## config.mk

```make
export PLATFORM = sky130hd
export DESIGN_NAME = ema_seq_ctrl
export DESIGN_NICKNAME = d
export VERILOG_FILES = /design/src/rtl/ema_seq_ctrl.sv
export SDC_FILE = /design/constraint.sdc
export NUM_CORES = 1
export LEC_CHECK = 0
export ABC_AREA = 1
export CAP_MARGIN = 20
export CELL_PAD_IN_SITES_DETAIL_PLACEMENT = 0
export CELL_PAD_IN_SITES_GLOBAL_PLACEMENT = 1
export CORE_MARGIN = 8
export CORE_UTILIZATION = 35
export DETAILED_ROUTE_END_ITERATION = 8
export PLACE_DENSITY = 0.81
export SLEW_MARGIN = 20
export SYNTH_ARGS = -nofsm -noshare
export SYNTH_HDL_FRONTEND = slang
export SYNTH_SLANG_ARGS = --single-unit
```

## constraint.sdc

```tcl
create_clock -name clk -period 3.62 [get_ports clk]
set_input_delay 0.724 -clock clk [delete_from_list [all_inputs] [get_ports clk]]
set_output_delay 0.724 -clock clk [all_outputs]
set_load 0.01 [all_outputs]
```

## src/rtl/ema_seq_ctrl.sv

```systemverilog
// rtl/ema_seq_ctrl.sv - EMA sequencer that chains ADD/MULT/ADD ops on an external ALU per sample
module ema_seq_ctrl #(
  parameter int Win    = 8,
  parameter int Wout   = 16,
  parameter int Walpha = 7
) (
  input  logic              clk,
  input  logic              rst,
  input  logic              in_valid_i,
  output logic              in_ready_o,
  input  logic [Win-1:0]    x_i,
  input  logic [Walpha-1:0] alpha_i,
  output logic              out_valid_o,
  input  logic              out_ready_i,
  output logic [Win-1:0]    y_o,
  output logic [1:0]        alu_mode_o,
  output logic [Win-1:0]    alu_op1_o,
  output logic [Win:0]      alu_op2_o,
  output logic              alu_valid_o,
  input  logic [Wout-1:0]   alu_res_i,
  input  logic              alu_valid_i
);

  localparam logic [1:0]     MODE_IDLE = 2'd0;
  localparam logic [1:0]     MODE_ADD  = 2'd1;
  localparam logic [1:0]     MODE_MULT = 2'd2;
  localparam logic [Win-1:0] Y_MAX     = {1'b0, {(Win-1){1'b1}}};
  localparam logic [Win-1:0] Y_MIN     = {1'b1, {(Win-1){1'b0}}};

  typedef enum logic [2:0] {
    S_IDLE,
    S_SUB_ISS,
    S_SUB_WAIT,
    S_MUL_ISS,
    S_MUL_WAIT,
    S_ADD_ISS,
    S_ADD_WAIT,
    S_OUT
  } state_t;

  state_t            r_state;
  logic              r_primed;
  logic [Win-1:0]    r_y_prev;
  logic [Walpha-1:0] r_alpha;

  logic [Win:0]      w_neg_y_prev;
  logic [Win:0]      w_delta;
  logic [Win-1:0]    w_y_sat;

  assign w_neg_y_prev = -{r_y_prev[Win-1], r_y_prev};

  // Product >>> Walpha then keep Win+1 bits: with Wout = Walpha+Win+1 this is
  // exactly the top slice, and slicing a two's-complement value floors.
  assign w_delta = alu_res_i[Walpha +: (Win+1)];

  always_comb begin
    w_y_sat = alu_res_i[Win-1:0];
    if ($signed(alu_res_i) > $signed({{(Wout-Win){1'b0}}, Y_MAX}))
      w_y_sat = Y_MAX;
    else if ($signed(alu_res_i) < $signed({{(Wout-Win){1'b1}}, Y_MIN}))
      w_y_sat = Y_MIN;
  end

  // ALU issue outputs are loaded on entry to each *_ISS state and cleared on
  // every other edge, so the strobe lasts exactly one cycle.
  always_ff @(posedge clk or posedge rst) begin
    if (rst) begin
      r_state     <= S_IDLE;
      r_primed    <= 1'b0;
      r_y_prev    <= '0;
      r_alpha     <= '0;
      in_ready_o  <= 1'b1;
      out_valid_o <= 1'b0;
      y_o         <= '0;
      alu_mode_o  <= MODE_IDLE;
      alu_op1_o   <= '0;
      alu_op2_o   <= '0;
      alu_valid_o <= 1'b0;
    end else begin
      alu_mode_o  <= MODE_IDLE;
      alu_op1_o   <= '0;
      alu_op2_o   <= '0;
      alu_valid_o <= 1'b0;

      case (r_state)
        S_IDLE: begin
          if (in_valid_i && in_ready_o) begin
            r_alpha    <= alpha_i;
            in_ready_o <= 1'b0;
            if (!r_primed) begin
              y_o         <= x_i;
              r_y_prev    <= x_i;
              r_primed    <= 1'b1;
              out_valid_o <= 1'b1;
              r_state     <= S_OUT;
            end else begin
              alu_mode_o  <= MODE_ADD;
              alu_op1_o   <= x_i;
              alu_op2_o   <= w_neg_y_prev;
              alu_valid_o <= 1'b1;
              r_state     <= S_SUB_ISS;
            end
          end
        end

        S_SUB_ISS: r_state <= S_SUB_WAIT;

        S_SUB_WAIT: begin
          if (alu_valid_i) begin
            alu_mode_o  <= MODE_MULT;
            alu_op1_o   <= {1'b0, r_alpha};
            alu_op2_o   <= alu_res_i[Win:0];
            alu_valid_o <= 1'b1;
            r_state     <= S_MUL_ISS;
          end
        end

        S_MUL_ISS: r_state <= S_MUL_WAIT;

        S_MUL_WAIT: begin
          if (alu_valid_i) begin
            alu_mode_o  <= MODE_ADD;
            alu_op1_o   <= r_y_prev;
            alu_op2_o   <= w_delta;
            alu_valid_o <= 1'b1;
            r_state     <= S_ADD_ISS;
          end
        end

        S_ADD_ISS: r_state <= S_ADD_WAIT;

        S_ADD_WAIT: begin
          if (alu_valid_i) begin
            y_o         <= w_y_sat;
            r_y_prev    <= w_y_sat;
            out_valid_o <= 1'b1;
            r_state     <= S_OUT;
          end
        end

        S_OUT: begin
          if (out_ready_i) begin
            out_valid_o <= 1'b0;
            in_ready_o  <= 1'b1;
            r_state     <= S_IDLE;
          end
        end

        default: begin
          out_valid_o <= 1'b0;
          in_ready_o  <= 1'b1;
          r_state     <= S_IDLE;
        end
      endcase
    end
  end

endmodule
```

# == Yosys cells after proc, flatten, opt, wreduce, memory -nomap -nowiden ==
# Index checks and enable logic that the tools add are counted.
# totals
elab_cells,77
inputBits,36
regBits,41
out_inout_bits,30
# op_classes
eq_ne,13
magnitude_cmp,2
add_sub_neg,1
n_reduce_logical,11
muxes,40
# op_table
cell,n
2-to-1 mux 8 bit,8
2-to-1 mux 9 bit,4
one-hot mux 9 bit (3 select lines),1
one-hot mux 3 bit (8 select lines),1
one-hot mux 8 bit (3 select lines),1
2-to-1 mux 3 bit,6
"> comparator 16 x 8 -> 1 bit, second input constant",1
"< comparator 16 x 8 -> 1 bit, second input constant",1
one-hot mux 8 bit (2 select lines),1
"equality test 3 bit, second input constant",4
2-to-1 mux 1 bit,12
"inequality test 2 bit, second input constant",6
AND reduction 5 bit,2
negation 9 bit,1
2-to-1 mux 7 bit,1
"equality test 3 x 2 -> 1 bit, second input constant",2
one-hot mux 2 bit (3 select lines),1
one-hot mux 1 bit (2 select lines),2
AND reduction 4 bit,1
nonzero test 2 bit,2
"equality test 3 x 1 -> 1 bit, second input constant",1
zero test 3 bit,1
one-hot mux 1 bit (3 select lines),1
AND reduction 3 bit,1
other kinds (5),5

# == Logic depth before layout (Yosys ltp) ==
# Gate-level depths: netlist of run 1.
# depth
word_depth,5
ltp_mapped,9
ltp_nobuf,8

# == Worst setup path before layout of run 1 ==
# OpenSTA, ideal clock, no wires.
# synth_timing
path_type,input port to flip-flop
startpoint,in in_valid_i
endpoint,reg alu_op1_o[6]
setup_slack_ps,2114
arrival_ps,1419
n_path_buf,1
setup_ps,87
cell_stages,7
required_time_ps,3533
path_cell_list,nand2_1 > nor2_4 > nand2_4 > inv_2 > buf_4 > nand2_1 > o211ai_1
# synth_via
elab_chain_cells,3
# synth_lines
item,line,text
start: declaration,9,"input logic in_valid_i,"
logical AND 1 bit,87,if (in_valid_i && in_ready_o) begin
2-to-1 mux 8 bit,87,
one-hot mux 8 bit (3 select lines),85,case (r_state)
end signal: assignment,98,alu_op1_o <= x_i;
end signal: assignment,111,"alu_op1_o <= {1'b0, r_alpha};"
end signal: assignment,123,alu_op1_o <= r_y_prev;
end: declaration,17,"output logic [Win-1:0] alu_op1_o,"
# Every way passes these cells.
# A chain may end at the register's enable or synchronous reset.

# == Worst setup path after layout of run 1 ==
# layout_timing
startpoint,in alu_valid_i
endpoint,reg alu_op1_o[5]
# layout_via
elab_chain_cells,2
elab_cells_between_ends,3
cone_classes,mux: 3
# layout_lines
item,line,text
start: declaration,21,input logic alu_valid_i
2-to-1 mux 8 bit / 2-to-1 mux 7 bit (equally long branches),"121, 109",
one-hot mux 8 bit (3 select lines) (*),85,
# Every way passes the cells marked *; elsewhere a longest branch is shown, timed or not.

==> impl_results.md, run 1 <==
* Final wirelength at approximately 6300 µm
* Post-CTS Resized at 0
* CTS max path bufs at 2
* Crit path kind: primary input to flip-flop
* Post CTS Setup Buffer Count at 0
* Area Growth Syn to Fin at 40.2%
* Clk_lat worst skew at between 200 and 300 ps
* Reg2reg start: r_state[2]$_DFFE_PP0P_
* Vias per cell at ~4.8
* Largest net degree at the start of global routing at 42
* Fin. Hold Viols at 0
* Die area at 8670 µm²
* Syn_area_per_cell at approximately 7.6 µm²
* Gr ovfl total at 0
* Number of diodes at 0
* Distinct cells, synth at 25
* Die height at between 90 and 100 µm
* Fin crit period at around 2300 ps
* CP Capture Type: flip-flop
* Drt pass-1 iters at 4
* Post-Syn Area at between 2000 and 2500 µm²
* Syn Inst Count at 272
* Min-delay src: r_alpha[3]$_DFFE_PP0P_
* CTS hold repair buffers at 0
* Finished Cell Area at 2920 µm²
* H-tree levels at 2
* Final GP Congestion at roughly 0.8
* Run status: completed
* Sequential Power Share at a little over a third
* Clk network pwr share at between 15 and 20%
* Async set or reset register ratio after synthesis at 100%
* Main flop type after synthesis: dfrtp_1
* CTS clk-pin slew, worst paths at about 80 ps
* Final setup TNS at 0 ps
* Multi-input gate area at a little under 900 µm²
* Die X at slightly above 90 µm
* Mapped Nets at 309
* Worst Skew at 8.29 ps
* Hold path endpoint: r_alpha[3]$_DFFE_PP0P_
* FF/Latch Area at 1030 µm²
* Register area share after synthesis at between 40% and 50%
* Reg2Reg Setup Slack at about 1700 ps
* Yosys warns at 0
* Remaining DRCs at 0
* Layout cells sized above 1 at around 5.8%
* Internal at about 0.0013 W
* Fmax achieved at approximately 440 MHz
* DR vias at roughly 2000
* Worst-case headroom to the max-slew limit at about three fifths
* CTS Buf Count at 5
* Max Transition Viols Final at 0
* TritonCTS clock tree: yes
* Critical Path RT at approximately 3800 ps
* Fill count at slightly below 600
* Critical path fanouts, max at 10
* Worst-Margin Slew at a little over 600 ps
* Switch share at ~40%
* Reg-to-Reg End: r_y_prev[0]$_DFFE_PP0P_
* Final period util at a little over three fifths
* Number of global-route vias before repair at ~2000
* Reg2reg path depth at 4
* Max stage delay on crit path at just over 600 ps
* Max-Cap Viols at 0
* Worst path slowest cell: clkdlybuf4s50_1
* RSZ-0062 raised after global routing: no
* First-pass GRT wire length at just over 10000 µm
* I/O Pins at 66
* Switching pwr at roughly 0.00085 W
* Most frequent cells in the layout: 93 x nand2_1, 65 x clkdlybuf4s50_1, 40 x dfrtp_1, 36 x inv_1, 28 x nor2_1
* Antenna violations before repair at 0
* Gr usage total at 14.9%
* Area after DPL at 2810 µm²
* Clk sinks at just over 40
* WL per Instance at ~15 µm
* Rows at 28
* Detailed placement HPWL at 4780 µm
* Core area at between 5000 and 6000 µm²
* Critical path launch point type: primary input
* Detail Route Antenna Nets at 0
* Arr. time, crit path at roughly 2500 ps
* Comb pwr share at between 40% and 50%
* PD cells at 736 nW/µm²
* Starting Density at between 30% and 40%
* Final net count at roughly 380
* Cells along the critical path: clkdlybuf4s50_1, inv_1, nor2_2, inv_1, o211ai_1
* Cell leakage power at 1.43 nW
* Hold depth at 2
* VDD IR max at ~0.00027 V
* EDFF count, synth at 0
* Initial DRC Count at between 100 and 150
* Root Driver: clkbuf_8
* Hold crit path type: flip-flop to flip-flop
* PortBufs at 65
* Most common cell after layout, fill and taps aside: nand2_1
* Crit path top cell by count: inv_1
* # setup viols final at 0
* Yosys reg bits at 41
critical path: cells and delay by family:
kind / cells / cell delay [ps]
AOI/OAI and AO/OA: 1 / 250
buffers and inverters: 3 / 1050
and+or+nand+nor: 1 / 440
registers in the layout, indices dropped and copies added, names as in the netlist:
name and count:
alu_op2_o 9, r_alpha 7, alu_valid_o 1, alu_op1_o 8, out_valid_o 1, r_y_prev 8
alu_mode_o 2, r_primed 1, in_ready_o 1, r_state 3
routing by layer:
metal	vias to the layer above	share of wire, %	global-route usage [%]
met5	-	0	0
met4	0	1.3	6.04
met3	6	5.5	3.53
met2	62	45	23.2
met1	928	48	19.5
li1	1001	-	-
cell type report:
class	instances	area share (%)
clock buffer	5	2.36
timing repair buffer	66	22.6
tap	75	3.22
inverter	39	5.02
sequential	41	35.2
multi-input combinational	189	30.4
clock inverter	2	1.20
cells in the mapped netlist, types with 2 or more instances:
cell type | number | area, µm²
o221ai_1 | 2 | 17.5
nand2_1 | 93 | 349
dfrtp_1 | 40 | 1000
nand4_1 | 3 | 18.8
buf_4 | 2 | 15.0
o211ai_1 | 6 | 45.0
inv_1 | 36 | 135
xor2_1 | 3 | 26.3
nor2_1 | 28 | 105
nand3_1 | 10 | 50.1
inv_2 | 3 | 11.3
o21ai_0 | 16 | 80.1
nor2_2 | 3 | 18.8
a22oi_1 | 6 | 45.0
nor2_4 | 2 | 22.5
nand2_2 | 2 | 12.5
a21oi_1 | 9 | 45.0
worst max-delay path by stage:
stage | start | slack (ps) | to | cells past startpoint
after floorplan | rst | 1950 | alu_mode_o[0]$_DFF_PP0_ | 1
after global placement | alu_valid_i | 1080 | alu_op1_o[1]$_DFF_PP0_ | 5
after detailed placement | alu_valid_i | 1090 | alu_op1_o[5]$_DFF_PP0_ | 5
after CTS | alu_valid_i | 1400 | alu_op1_o[1]$_DFF_PP0_ | 5
after global routing | alu_valid_i | 1270 | alu_op1_o[1]$_DFF_PP0_ | 5
final | alu_valid_i | 1360 | alu_op1_o[5]$_DFF_PP0_ | 5
stage by stage:
step | cells | setup WS, ps | hold WS, ps | utilization [%] | total power [W]
floorplan | 272 | 1950 | 442 | - | 0.00134
global placement | 410 | 1080 | 456 | 48.1 | 0.00179
detailed placement | 410 | 1090 | 462 | 48.1 | 0.00180
CTS | 417 | 1400 | 483 | 49.9 | 0.00217
global route | 417 | 1270 | 500 | 49.9 | 0.00231
finish | 417 | 1360 | 482 | 49.9 | 0.00215
power by group through the flow:
| stage | combinational [W] | sequential (W) | clock (W) |
|---|---|---|---|
| floorplan | 0.000510 | 0.000826 | 0 |
| global placement | 0.00100 | 0.000789 | 0 |
| detailed placement | 0.00101 | 0.000789 | 0 |
| CTS | 0.00102 | 0.000782 | 0.000372 |
| global route | 0.00113 | 0.000802 | 0.000382 |
| finish | 0.00101 | 0.000781 | 0.000360 |
logic make-up after synthesis:
kind of cell	after synthesis	synth area share, %
adders and majority gates	1	0.601
and+or+nand+nor	143	28.5
AOI/OAI and AO/OA	42	12.3
xor gates and xnor gates	3	1.26
DFF	41	49.4
buffers and inverters	42	8.00
No activity file was read; power rests on OpenSTA's default activity.
==> run 2: changes to the inputs <==
CORE_UTILIZATION = 33   (was 35)
PLACE_DENSITY = 0.77   (was 0.81)
clock period = 2.1 ns   (was 3.62 ns; I/O delays follow)
==> run 2 against run 1 <==
Sequential power rose by 73%. Critical endpoint is now y_o[6]. Critical path type is now flip-flop to output port. Largest cell class unchanged. Global-route usage down 0.70 points. Power is 68% higher. Critical path depth down 4. First-iteration DRC count fell by 34%. Wire length is 0.17% higher. Count of clock-buffer cells in the layout rose by 1. Flip-flop and latch count unchanged.
==> impl_results.md, run 2 (synthesized netlist as in run 1, its figures left out) <==
* Post CTS Setup Buffer Count at 0
* Fill count at between 600 and 700
* Number of diodes at 0
* Core area at approximately 6200 µm²
* Gr usage total at 14.2%
* RSZ-0062 raised after global routing: no
* Post-CTS Resized at 0
* Hold crit path type: flip-flop to flip-flop
* Detail Route Antenna Nets at 0
* Buf/Inv on CP at 1
* Area Growth Syn to Fin at 41.4%
* Max stage delay on crit path at 600 ps
* CP delay by family, top: buffers and inverters
* Clk sinks at 41
* Clk_lat worst skew at 290 ps
* TritonCTS clock tree: yes
* Most common cell after layout, fill and taps aside: nand2_1
* Worst Skew at between 3 and 4 ps
* Cell leakage power at 1.45 nW
* Final GP Congestion at between 0.8 and 0.9
* Reg-to-Reg End: r_y_prev[1]$_DFFE_PP0P_
* Power Total at around 0.0036 W
* Worst-case headroom to the max-slew limit at roughly 65%
* Top reg by flops: alu_op2_o
* Worst path slowest cell: clkdlybuf4s50_1
* Final setup TNS at 0 ps
* Fin crit period at between 1500 and 2000 ps
* Root Driver: clkbuf_8
* Layout cells sized above 1 at under 10%
* Die X at 95.4 µm
* CTS Buf Count at 5
* CP endpoint: y_o[6]
* CTS hold repair buffers at 0
* Crit path from: r_y_prev[6]$_DFFE_PP0P_
* WL per Instance at ~15 µm
* Final period util at 86.2%
* CTS max path bufs at 2
* Remaining DRCs at 0
* Critical path launch point type: flip-flop
* Drt pass-1 iters at 4
* Rows at 29
* Cells along the critical path: clkdlybuf4s50_1
* Biggest registers after layout: alu_op2_o (9), alu_op1_o (8), r_y_prev (8)
* Crit path depth at 1
* Reg2reg start: r_state[0]$_DFFE_PP0P_
* Arr. time, crit path at about 1400 ps
* Most frequent cells in the layout: 93 x nand2_1, 65 x clkdlybuf4s50_1, 40 x dfrtp_1, 36 x inv_1, 28 x nor2_1
* Run status: completed
* PD cells at approximately 1200 nW/µm²
* Non-filler instance count after layout at around 430
* DR vias at just under 2000
* Initial DRC Count at slightly below 100
* Placed Cells at 418
* I/O Pins at 66
* Final wirelength at around 6300 µm
* Reg2Reg Setup Slack at just over 500 ps
* Die area at around 9100 µm²
* Die height at between 90 and 100 µm
* Antenna violations before repair at 0
* # setup viols final at 0
* Critical path fanouts, max at 7
* Worst-Margin Slew at a little over 500 ps
* Reg2reg path depth at 7
* Largest net degree at the start of global routing at 42
* PortBufs at 65
* Vias per cell at between 4 and 5
* Detailed placement HPWL at between 4000 and 5000 µm
* Critical Path RT at 1680 ps
* Min Hold Slack at 477 ps
* VDD IR max at 0.000473 V
* Max-Cap Viols at 0
* Number of global-route vias before repair at 1966
* H-tree levels at 2
* CP Capture Type: output port
* Fmax achieved at approximately 550 MHz
* Hold depth at 2
* Gr ovfl total at 0
* Max reg flops at 9
* Fin. Hold Viols at 0
* Final net count at 385
* First-pass GRT wire length at between 9000 and 10000 µm
* Starting Density at between 30% and 40%
* CTS clk-pin slew, worst paths at approximately 70 ps
* Crit path kind: flip-flop to output port
* Max Transition Viols Final at 0
==> run 2: cell count changes in the layout (fill, tap and decap cells not counted), sizes merged <==
cell / change
clkbuf: +1
clkinv: +1
buf: +6
bufinv: -1
==> run 2: layer usage <==
layer | track usage (%) | vias up | wire length, µm | share of wire [%]
met2 | 23.6 | 55 | 3020 | 48
met4 | 4.61 | 0 | 78 | 1.2
li1 | - | 1013 | - | -
met5 | 0 | - | 0 | 0
met3 | 2.76 | 6 | 345 | 5.5
met1 | 18.3 | 898 | 2860 | 45
==> run 2: worst min-delay path by stage <==
stage	end	from	slack, ps
3_3_place_gp	r_alpha[1]$_DFFE_PP0P_	r_alpha[1]$_DFFE_PP0P_	460
6_report	r_alpha[2]$_DFFE_PP0P_	r_alpha[2]$_DFFE_PP0P_	480
4_1_cts	r_alpha[2]$_DFFE_PP0P_	r_alpha[2]$_DFFE_PP0P_	480
5_1_grt	r_alpha[4]$_DFFE_PP0P_	r_alpha[4]$_DFFE_PP0P_	510
2_1_floorplan	r_alpha[0]$_DFFE_PP0P_	r_alpha[0]$_DFFE_PP0P_	440
3_5_place_dp	r_alpha[2]$_DFFE_PP0P_	r_alpha[2]$_DFFE_PP0P_	460
==> run 2: power breakdown <==
| group | switching, W | total, W | internal [W] |
|---|---|---|---|
| clock network | 0.000267 | 0.000498 | 0.000230 |
| registers | 0.000238 | 0.00135 | 0.00111 |
| logic | 0.000963 | 0.00176 | 0.000796 |
==> run 2: cell type report <==
type	count	area [µm²]	share of cell area, %
clock buffers	6	72.6	2.47
inverters	39	146	4.97
clock inverters	2	10.0	0.340
repair buffers	72	703	23.9
well taps	77	96.3	3.27
multi-input cells	189	887	30.1
flip-flops and latches	41	1030	34.9
==> run 2: metrics by stage <==
step | util, % | instance area, µm² | setup slack (ps)
floorplan | - | 2080 | 736
global placement | 45.8 | 2860 | 237
detailed placement | 45.8 | 2860 | 236
CTS | 47.2 | 2940 | 277
global route | 47.2 | 2940 | 229
finish | 47.2 | 2940 | 290
